**src/rtl/immediate_extension_unit.sv**
```systemverilog
// Widens an immediate by sign, zero, upper-place or sign+shift mode and forwards it with its tag.
// Latency 1 cycle; a one-entry skid register sustains full throughput.
// in_ready is registered (~skid valid) with no combinational path from out_ready.
module immediate_extension_unit #(
   parameter int IN_WIDTH  = 16,
   parameter int OUT_WIDTH = 32,
   parameter int SHIFT     = 2,
   parameter int TAG_WIDTH = 5
) (
   input  logic                 clock,
   input  logic                 reset_n,
   input  logic                 in_valid,
   output logic                 in_ready,
   input  logic [IN_WIDTH-1:0]  in_data,
   input  logic [1:0]           in_mode,
   input  logic [TAG_WIDTH-1:0] in_tag,
   output logic                 out_valid,
   input  logic                 out_ready,
   output logic [OUT_WIDTH-1:0] out_data,
   output logic [TAG_WIDTH-1:0] out_tag
);
   localparam int E = OUT_WIDTH - IN_WIDTH;

   typedef struct packed {
      logic [OUT_WIDTH-1:0] dat;
      logic [TAG_WIDTH-1:0] tag;
   } slot_t;

   logic [OUT_WIDTH-1:0] zext;
   logic [OUT_WIDTH-1:0] sext;
   logic [OUT_WIDTH-1:0] ext;
   slot_t                new_slot;
   slot_t                or_q;
   slot_t                sr_q;
   logic                 ov_q;
   logic                 sv_q;
   logic                 acc;
   logic                 drn;

   // Loop-based fill keeps E = 0 legal without a zero-width replication.
   always_comb begin
      zext = '0;
      zext[IN_WIDTH-1:0] = in_data;
      sext = zext;
      for (int i = IN_WIDTH; i < OUT_WIDTH; i++) begin
         sext[i] = in_data[IN_WIDTH-1];
      end
      ext = sext;
      case (in_mode)
         2'b00:   ext = sext;
         2'b01:   ext = zext;
         2'b10:   ext = zext << E;
         default: ext = sext << SHIFT;
      endcase
   end

   assign new_slot = '{dat: ext, tag: in_tag};
   assign acc      = in_valid & ~sv_q;
   assign drn      = ov_q & out_ready;

   always_ff @(posedge clock or negedge reset_n) begin
      if (!reset_n) begin
         or_q <= '0;
         sr_q <= '0;
         ov_q <= 1'b0;
         sv_q <= 1'b0;
      end else if (sv_q) begin
         // Skid entry is always younger than the output entry, so it refills OR.
         if (drn) begin
            or_q <= sr_q;
            sv_q <= 1'b0;
         end
      end else if (acc) begin
         if (!ov_q || out_ready) begin
            or_q <= new_slot;
            ov_q <= 1'b1;
         end else begin
            sr_q <= new_slot;
            sv_q <= 1'b1;
         end
      end else if (drn) begin
         ov_q <= 1'b0;
      end
   end

   assign in_ready  = ~sv_q;
   assign out_valid = ov_q;
   assign out_data  = or_q.dat;
   assign out_tag   = or_q.tag;

endmodule

```
**config.mk**
```make
export PLATFORM = sky130hd
export DESIGN_NAME = immediate_extension_unit
export DESIGN_NICKNAME = d
export VERILOG_FILES = /design/src/rtl/immediate_extension_unit.sv
export SDC_FILE = /design/constraint.sdc
export NUM_CORES = 1
export LEC_CHECK = 0
export BUFFER_PORTS_ARGS = -buffer_cell sky130_fd_sc_hd__buf_2
export CORE_MARGIN = 2
export CORE_UTILIZATION = 50
export DETAILED_ROUTE_END_ITERATION = 8
export PLACE_DENSITY_LB_ADDON = 0.1
export SETUP_SLACK_MARGIN = 0.02
export SYNTH_ARGS = -nofsm -noshare
export SYNTH_HDL_FRONTEND = slang
export SYNTH_SLANG_ARGS = --single-unit
```
**constraint.sdc**
```tcl
create_clock -name clock -period 2.1 [get_ports clock]
set_input_delay 0.315 -clock clock [delete_from_list [all_inputs] [get_ports clock]]
set_output_delay 0.315 -clock clock [all_outputs]
set_load 0.01 [all_outputs]
```
==> results of run 1 <==
routing by layer:
metal | vias to the layer above | part of all wire (%) | track usage [%]
li1 | 1537 | - | -
met1 | 1572 | 46 | 36.5
met2 | 92 | 47 | 37.7
met3 | 11 | 5.6 | 3.15
met4 | 0 | 1.3 | 8.33
met5 | - | 0 | 0
sequential cells by signal (all words and copies together) (netlist names):
| signal | cells |
|---|---|
| out_valid | 1 |
| out_data | 32 |
| sr_q | 37 |
| sv_q | 1 |
| out_tag | 5 |
placed cells by master (no fill, tap or decap), drive strengths merged:
cell / synthesis / final
o211ai: 15 / 15
nor4bb: 1 / 1
and2: 2 / 2
a211oi: 14 / 14
nor3b: 1 / 1
o21ai: 34 / 34
nand4bb: 1 / 1
dlygate4sd3: 0 / 1
clkinv: 1 / 3
or3: 2 / 2
o31ai: 44 / 44
a21oi: 31 / 31
nand2b: 3 / 3
dfrtp: 76 / 76
nand4: 15 / 15
nand2: 51 / 51
nor2b: 16 / 17
buf: 15 / 79
nand3: 1 / 1
clkbuf: 27 / 11
bufinv: 0 / 2
a31oi: 1 / 1
nor2: 15 / 15
mux2: 27 / 27
a22o: 1 / 1
cells by family (layout without fill, tap and decap cells):
logic type | count (synthesis) | after routing
compound gates | 140 | 140
buf+inv | 43 | 96
flops | 76 | 76
mux | 27 | 27
simple gates | 108 | 109
metrics by stage:
| stage | instances | util [%] | hold slack (ns) |
|---|---|---|---|
| finish | 547 | 61.0 | 0.167 |
| global route | 547 | 61.0 | 0.183 |
| CTS | 546 | 60.9 | 0.166 |
| detailed placement | 530 | 57.8 | 0.325 |
| global placement | 530 | 57.8 | 0.322 |
| floorplan | 394 | - | 0.0194 |
final timing paths:
kind,cells after the start,to,slack [ns],startpoint
min,3,sr_q[2]$_DFFE_PN0P_,0.17,in_tag[2]
max in group asynchronous,3,out_data[25]$_DFFE_PN0P_,1.03,reset_n
min reg2reg,2,sr_q[36]$_DFFE_PN0P_,0.47,sr_q[36]$_DFFE_PN0P_
max,3,in_ready,0.13,sv_q$_DFF_PN0_
max reg2reg,4,out_tag[0]$_DFFE_PN0P_,0.18,out_valid$_DFFE_PN0P_
min in group asynchronous,2,sr_q[6]$_DFFE_PN0P_,0.48,reset_n
critical path, stage by stage, from the launching register on:
cell and delay, ns:
dfrtp_1 0.41, buf_4 0.33, clkinv_2 0.33, buf_2 0.24
timing repair:
| item | in CTS | in global routing |
|---|---|---|
| hold buffers | 1 | 0 |
| endpoints found under the setup margin | 1 | 7 |
| hold endpoints to repair | 38 | 0 |
| resized for setup | 1 | 0 |
| cloned | 0 | 1 |
layout make-up:
class | count | area (um^2)
inverter | 1 | 5.00
timing repair buffer | 80 | 468
fill | 660 | 2860
clock inverter | 4 | 73.8
multi-input combinational | 276 | 1760
sequential | 76 | 1900
tap | 99 | 124
clock buffer | 11 | 141
power by group:
group / switching [uW] / internal [uW]
sequential: 358 / 2120
combinational: 1500 / 1050
clock: 527 / 696
total: 2380 / 3860
==> results by group, run 1 <==
Global route
  – Largest net degree at the start of global routing: 40
  – Number of antenna violations at the first check in global routing: 0
  – Number of global-route vias before repair: 3157
  – First-pass GRT wire length: between 15 and 20 mm
  – GRT Util Overall: about a quarter
  – Global-route congestion overflow total: 0

Synthesis
  – Synth Area per Inst: around 9.7 um^2
  – Cell accounting for the most synthesized area: dfrtp_1
  – Dominant combinational cell family by area after synthesis: compound AO/OA/AOI/OAI gates
  – Post-synth cell types: 28
  – Commonest cells in the netlist: dfrtp_1, nand2_1, o31ai_1
  – Adder-cell area share of the yosys netlist: 0%
  – Largest cells by area after synthesis: dfrtp_1, o31ai_1, mux2_2
  – Most repeated cell in the gate-level netlist after synthesis: dfrtp_1
  – Simple-Gate Fraction of Synth Area: a little over an eighth
  – Synth Net Count: ~420
  – Multiplexer share of the synthesized area: 8.41%
  – Xor/xnor cell area share of the yosys netlist: 0%
  – Number of synthesized flops with an enable pin: 0
  – Ys flop type: dfrtp_1
  – Proportion of synthesized flip-flops having asynchronous set or reset: 100%
  – Post-Syn Area: ~3800 um^2
  – Number of storage elements in the synthesis netlist: 76
  – Share of the synthesized area in the top cell type: between 40% and 50%
  – Compound-gate portion of the synthesized area: between 20% and 30%
  – Cells after Synth: 394
  – Total of warnings raised by yosys: 0
  – Sequential-to-total area share from yosys stat: between 40% and 50%

Worst setup path
  – Class of the most critical setup path: flip-flop to output pin
  – Top fanout value on the critical path: 28
  – CP required: approximately 1.8 ns
  – Kind of start point of the critical path: flip-flop
  – Nature of the critical path endpoint: output pin
  – Critical path data arrival time: approximately 1.7 ns

Die
  – Starting utilization of the core area: a little over half
  – Die Y-Extent: slightly above 90 um
  – Die area: approximately 8400 um^2
  – Number of core rows: 31
  – Core region area: roughly 7300 um^2
  – Count of pins on the block boundary: 66
  – Die extent in x: a little over 90 um

Drt
  – 1st-iter DRT viols: 196
  – Detail-routed via count per cell: about 5.9
  – Wire length after detailed routing: about 10 mm
  – Number of detailed-route iterations in the first pass: 5
  – Remaining antenna violation count: 0
  – Number of vias in the routed layout: between 3k and 4k
  – Count of unresolved DRC violations after routing: 0
  – Detailed-route wire length per cell: about 18 um

Finish
  – Number of antenna cells inserted: 0
  – Share of cells above drive strength 1: approximately 28%
  – Total number of nets in the final design: about 470
  – Layout overhead on the synthesized area: 16.5%
  – Final cell area excluding filler cells: about 4500 um^2

Timing
  – Finish-stage setup viols: 0
  – Transition time at the pin with the least slew margin: ~0.76 ns
  – FMAX: roughly 500 MHz
  – Pins Over Slew Limit: 0
  – RSZ-0062 raised after global routing: yes
  – Post-route setup TNS: 0 ns
  – Share of the clock period used by the worst path: a little over nine tenths
  – Layout Skew: between 0.01 and 0.015 ns
  – Relative slew slack: about half
  – Time the final worst path needs with I/O delays and setup: between 1.5 and 2 ns
  – Slack of the critical path: ~0.13 ns
  – Final hold violation count: 0

CTS
  – Clock-pin transition on the worst setup and hold timing paths: 0.08 ns
  – CTS root buffer: clkbuf_8
  – Num CTS Buffers: 9
  – TritonCTS clock tree: built
  – # Post-CTS Setup Buffers: 0
  – Clk buf depth: 2
  – H-tree levels: 3
  – Total clock sinks: 76
  – Insertion delay of the later-clocked pin in the worst-skew pair: approximately 0.35 ns

Min path
  – Class of the most critical hold timing path: input port to flip-flop

Placed design
  – Final RePlAce weighted congestion: a little over 0.8
  – Number of buffer cells added on primary ports: 65
  – Pre-CTS setup slack: around 0.077 ns
  – Instance area after placement: 4240 um^2
  – Final HPWL DP: between 6 and 7 mm

Run
  – Number of max-cap violations: 0

Outcome
  – Result of the run: complete, no violations

Power
  – Maximum VDD drop: 0.00140 V
  – Static Leakage: 0.00204 uW
  – Power density relative to cell area: around 1400 nW/um^2
  – Post-layout power: 6240 uW
Power figures use the tool's default switching activity.
==> inputs of run 2 (changes only) <==
CTS_BUF_LIST = sky130_fd_sc_hd__clkbuf_4 sky130_fd_sc_hd__clkbuf_8   (was not set)
==> results by group, run 2 (same netlist as run 1, synthesis figures left out) <==
Die
  – Starting utilization of the core area: around 52%
  – Core region area: roughly 7300 um^2
  – Die extent in x: between 90 and 100 um
  – Number of core rows: 31
  – Die area: around 8400 um^2
  – Count of pins on the block boundary: 66
  – Die Y-Extent: a little over 90 um

Timing
  – Post-route setup TNS: 0 ns
  – Time the final worst path needs with I/O delays and setup: between 1.5 and 2 ns
  – Relative slew slack: 46.4%
  – Finish-stage setup viols: 0
  – Layout Skew: between 0.01 and 0.015 ns
  – Pins Over Slew Limit: 0
  – Share of the clock period used by the worst path: between 90% and 100%
  – Final hold violation count: 0
  – RSZ-0062 raised after global routing: yes
  – FMAX: 506 MHz
  – Transition time at the pin with the least slew margin: approximately 0.8 ns

Global route
  – Global routing usage on met1: between 30% and 40%
  – Largest net degree at the start of global routing: 40
  – Global-route congestion overflow total: 0
  – Routing usage on met3: 3.15%
  – GRT busiest layer: met2
  – First-pass GRT wire length: 16.5 mm
  – Number of antenna violations at the first check in global routing: 0
  – Met2 routing resource usage after global routing: between 30% and 40%
  – GRT Util Overall: between 20% and 30%
  – Number of global-route vias before repair: around 3.2k

Worst setup path
  – Cell Chain, Critical Path: buf_4 > clkinv_2 > buf_2
  – Class of the most critical setup path: flip-flop to output pin
  – CP required: about 1.8 ns
  – Critical path data arrival time: about 1.7 ns
  – Nature of the critical path endpoint: output pin
  – Top fanout value on the critical path: 28
  – Cell with the largest stage delay on the worst path: dfrtp_1
  – Maximum single-stage delay on the critical path: about 0.41 ns
  – Top Family by Delay on Critical Path: buffers and inverters
  – Kind of start point of the critical path: flip-flop
  – Buffers and inverters on the worst path: 3

Finish
  – Leading cell type in the layout, fill and taps excluded: dfrtp_1
  – Share of cells above drive strength 1: between 20 and 30%
  – Total number of nets in the final design: 471
  – Layout Cells excl Fill: 547
  – Layout overhead on the synthesized area: 16.6%
  – Number of antenna cells inserted: 0
  – Flip-flop count of the largest register, all copies and words added: 37
  – Top reg by flops: sr_q
  – Commonest cells after routing, fill and taps aside: dfrtp_1, buf_2, nand2_1

Drt
  – Wire length after detailed routing: between 9 and 10 mm
  – Number of detailed-route iterations in the first pass: 4
  – Remaining antenna violation count: 0
  – Detail-routed via count per cell: between 5 and 6
  – Count of unresolved DRC violations after routing: 0
  – Number of vias in the routed layout: 3220
  – Detailed-route wire length per cell: roughly 18 um
  – 1st-iter DRT viols: around 200

CTS
  – CTS root buffer: clkbuf_8
  – Insertion delay of the later-clocked pin in the worst-skew pair: approximately 0.35 ns
  – H-tree levels: 3
  – # Post-CTS Setup Buffers: 0
  – Num CTS Buffers: 9
  – Total clock sinks: 76
  – TritonCTS clock tree: built
  – Clock-pin transition on the worst setup and hold timing paths: approximately 0.080 ns
  – Clk buf depth: 2

Power
  – Clock Power Share: roughly 20%
  – Power spent charging and discharging nets: roughly 2400 uW
  – Gate power share: between 40% and 50%
  – Maximum VDD drop: between 0.001 and 0.0015 V
  – Flop pwr share: 39.5%
  – Power density relative to cell area: 1400 nW/um^2
  – Static Leakage: ~0.0020 uW
  – Switching share of power: 38.1%
  – Internal Pwr Total: ~3900 uW

Placed design
  – Final HPWL DP: between 6 and 7 mm
  – Number of buffer cells added on primary ports: 65
  – Number of cells after detailed placement: between 500 and 600
  – Final RePlAce weighted congestion: approximately 0.81

Min path
  – Class of the most critical hold timing path: input port to flip-flop

Run
  – Number of max-cap violations: 0

Outcome
  – Result of the run: complete, no violations
run 2: cell count changes in the layout (fill, tap and decap cells not counted):
cell	change
clkbuf_4	+1
clkbuf_1	-1
run 2: worst reg2reg max path, cell delays in order (launching register included):
cell,delay (ns)
dfrtp_1,0.49
nor2b_2,0.47
or3_1,0.18
buf_4,0.29
mux2_2,0.38
run 2: per-layer routing:
metal | wire length [um] | vias up | share of wire [%]
met5 | 0 | - | 0
met4 | 118 | 0 | 1.2
met3 | 669 | 13 | 6.8
met2 | 4580 | 103 | 47
met1 | 4450 | 1573 | 45
li1 | - | 1531 | -
run 2: through the flow:
stage                     total power (uW)  setup slack, ns  hold WS [ns]  instance area (um^2)  utilization (%)
final                                 6260            0.123         0.167                  4470             61.0
after global routing                  6720           0.0136         0.183                  4470             61.0
after CTS                             6270           0.0677         0.166                  4470             60.9
after detailed placement              5020           0.0771         0.325                  4240             57.8
after global placement                4950            0.105         0.322                  4240             57.8
after floorplan                       4210            0.449        0.0194                  3840                -
run 2: layout make-up:
cell class	count	area, um^2
Inverter	1	5.00
Timing Repair Buffer	80	468
Tap cell	99	124
Multi-Input combinational cell	276	1760
Clock buffer	11	145
Sequential cell	76	1900
Fill cell	658	2860
Clock inverter	4	73.8
run 2: power by group through the flow:
| stage | registers, uW | clock network (uW) | logic, uW |
|---|---|---|---|
| after floorplan | 2580 | 0 | 1630 |
| after global placement | 2460 | 0 | 2500 |
| after detailed placement | 2480 | 0 | 2540 |
| after CTS | 2460 | 1260 | 2550 |
| after global routing | 2550 | 1330 | 2840 |
| final | 2470 | 1240 | 2550 |
run 2: timing repair:
| item | CTS | global route |
|---|---|---|
| gates resized for setup | 1 | 0 |
| cloned | 0 | 1 |
| endpoints found under the hold margin | 38 | 0 |
| hold buffers | 1 | 0 |
| setup endpoints to repair | 1 | 7 |
run 2: final timing paths:
check                                      start                  endpoint  slack (ns)  cells after the start
min in group asynchronous                reset_n       sr_q[6]$_DFFE_PN0P_        0.47                      2
hold / removal                         in_tag[2]       sr_q[2]$_DFFE_PN0P_        0.17                      3
setup / recovery                  sv_q$_DFF_PN0_                  in_ready        0.12                      3
max in group asynchronous                reset_n  out_data[25]$_DFFE_PN0P_        1.03                      3
hold reg to reg              sr_q[4]$_DFFE_PN0P_       sr_q[4]$_DFFE_PN0P_        0.47                      2
setup reg to reg           out_valid$_DFFE_PN0P_    out_tag[0]$_DFFE_PN0P_        0.19                      4
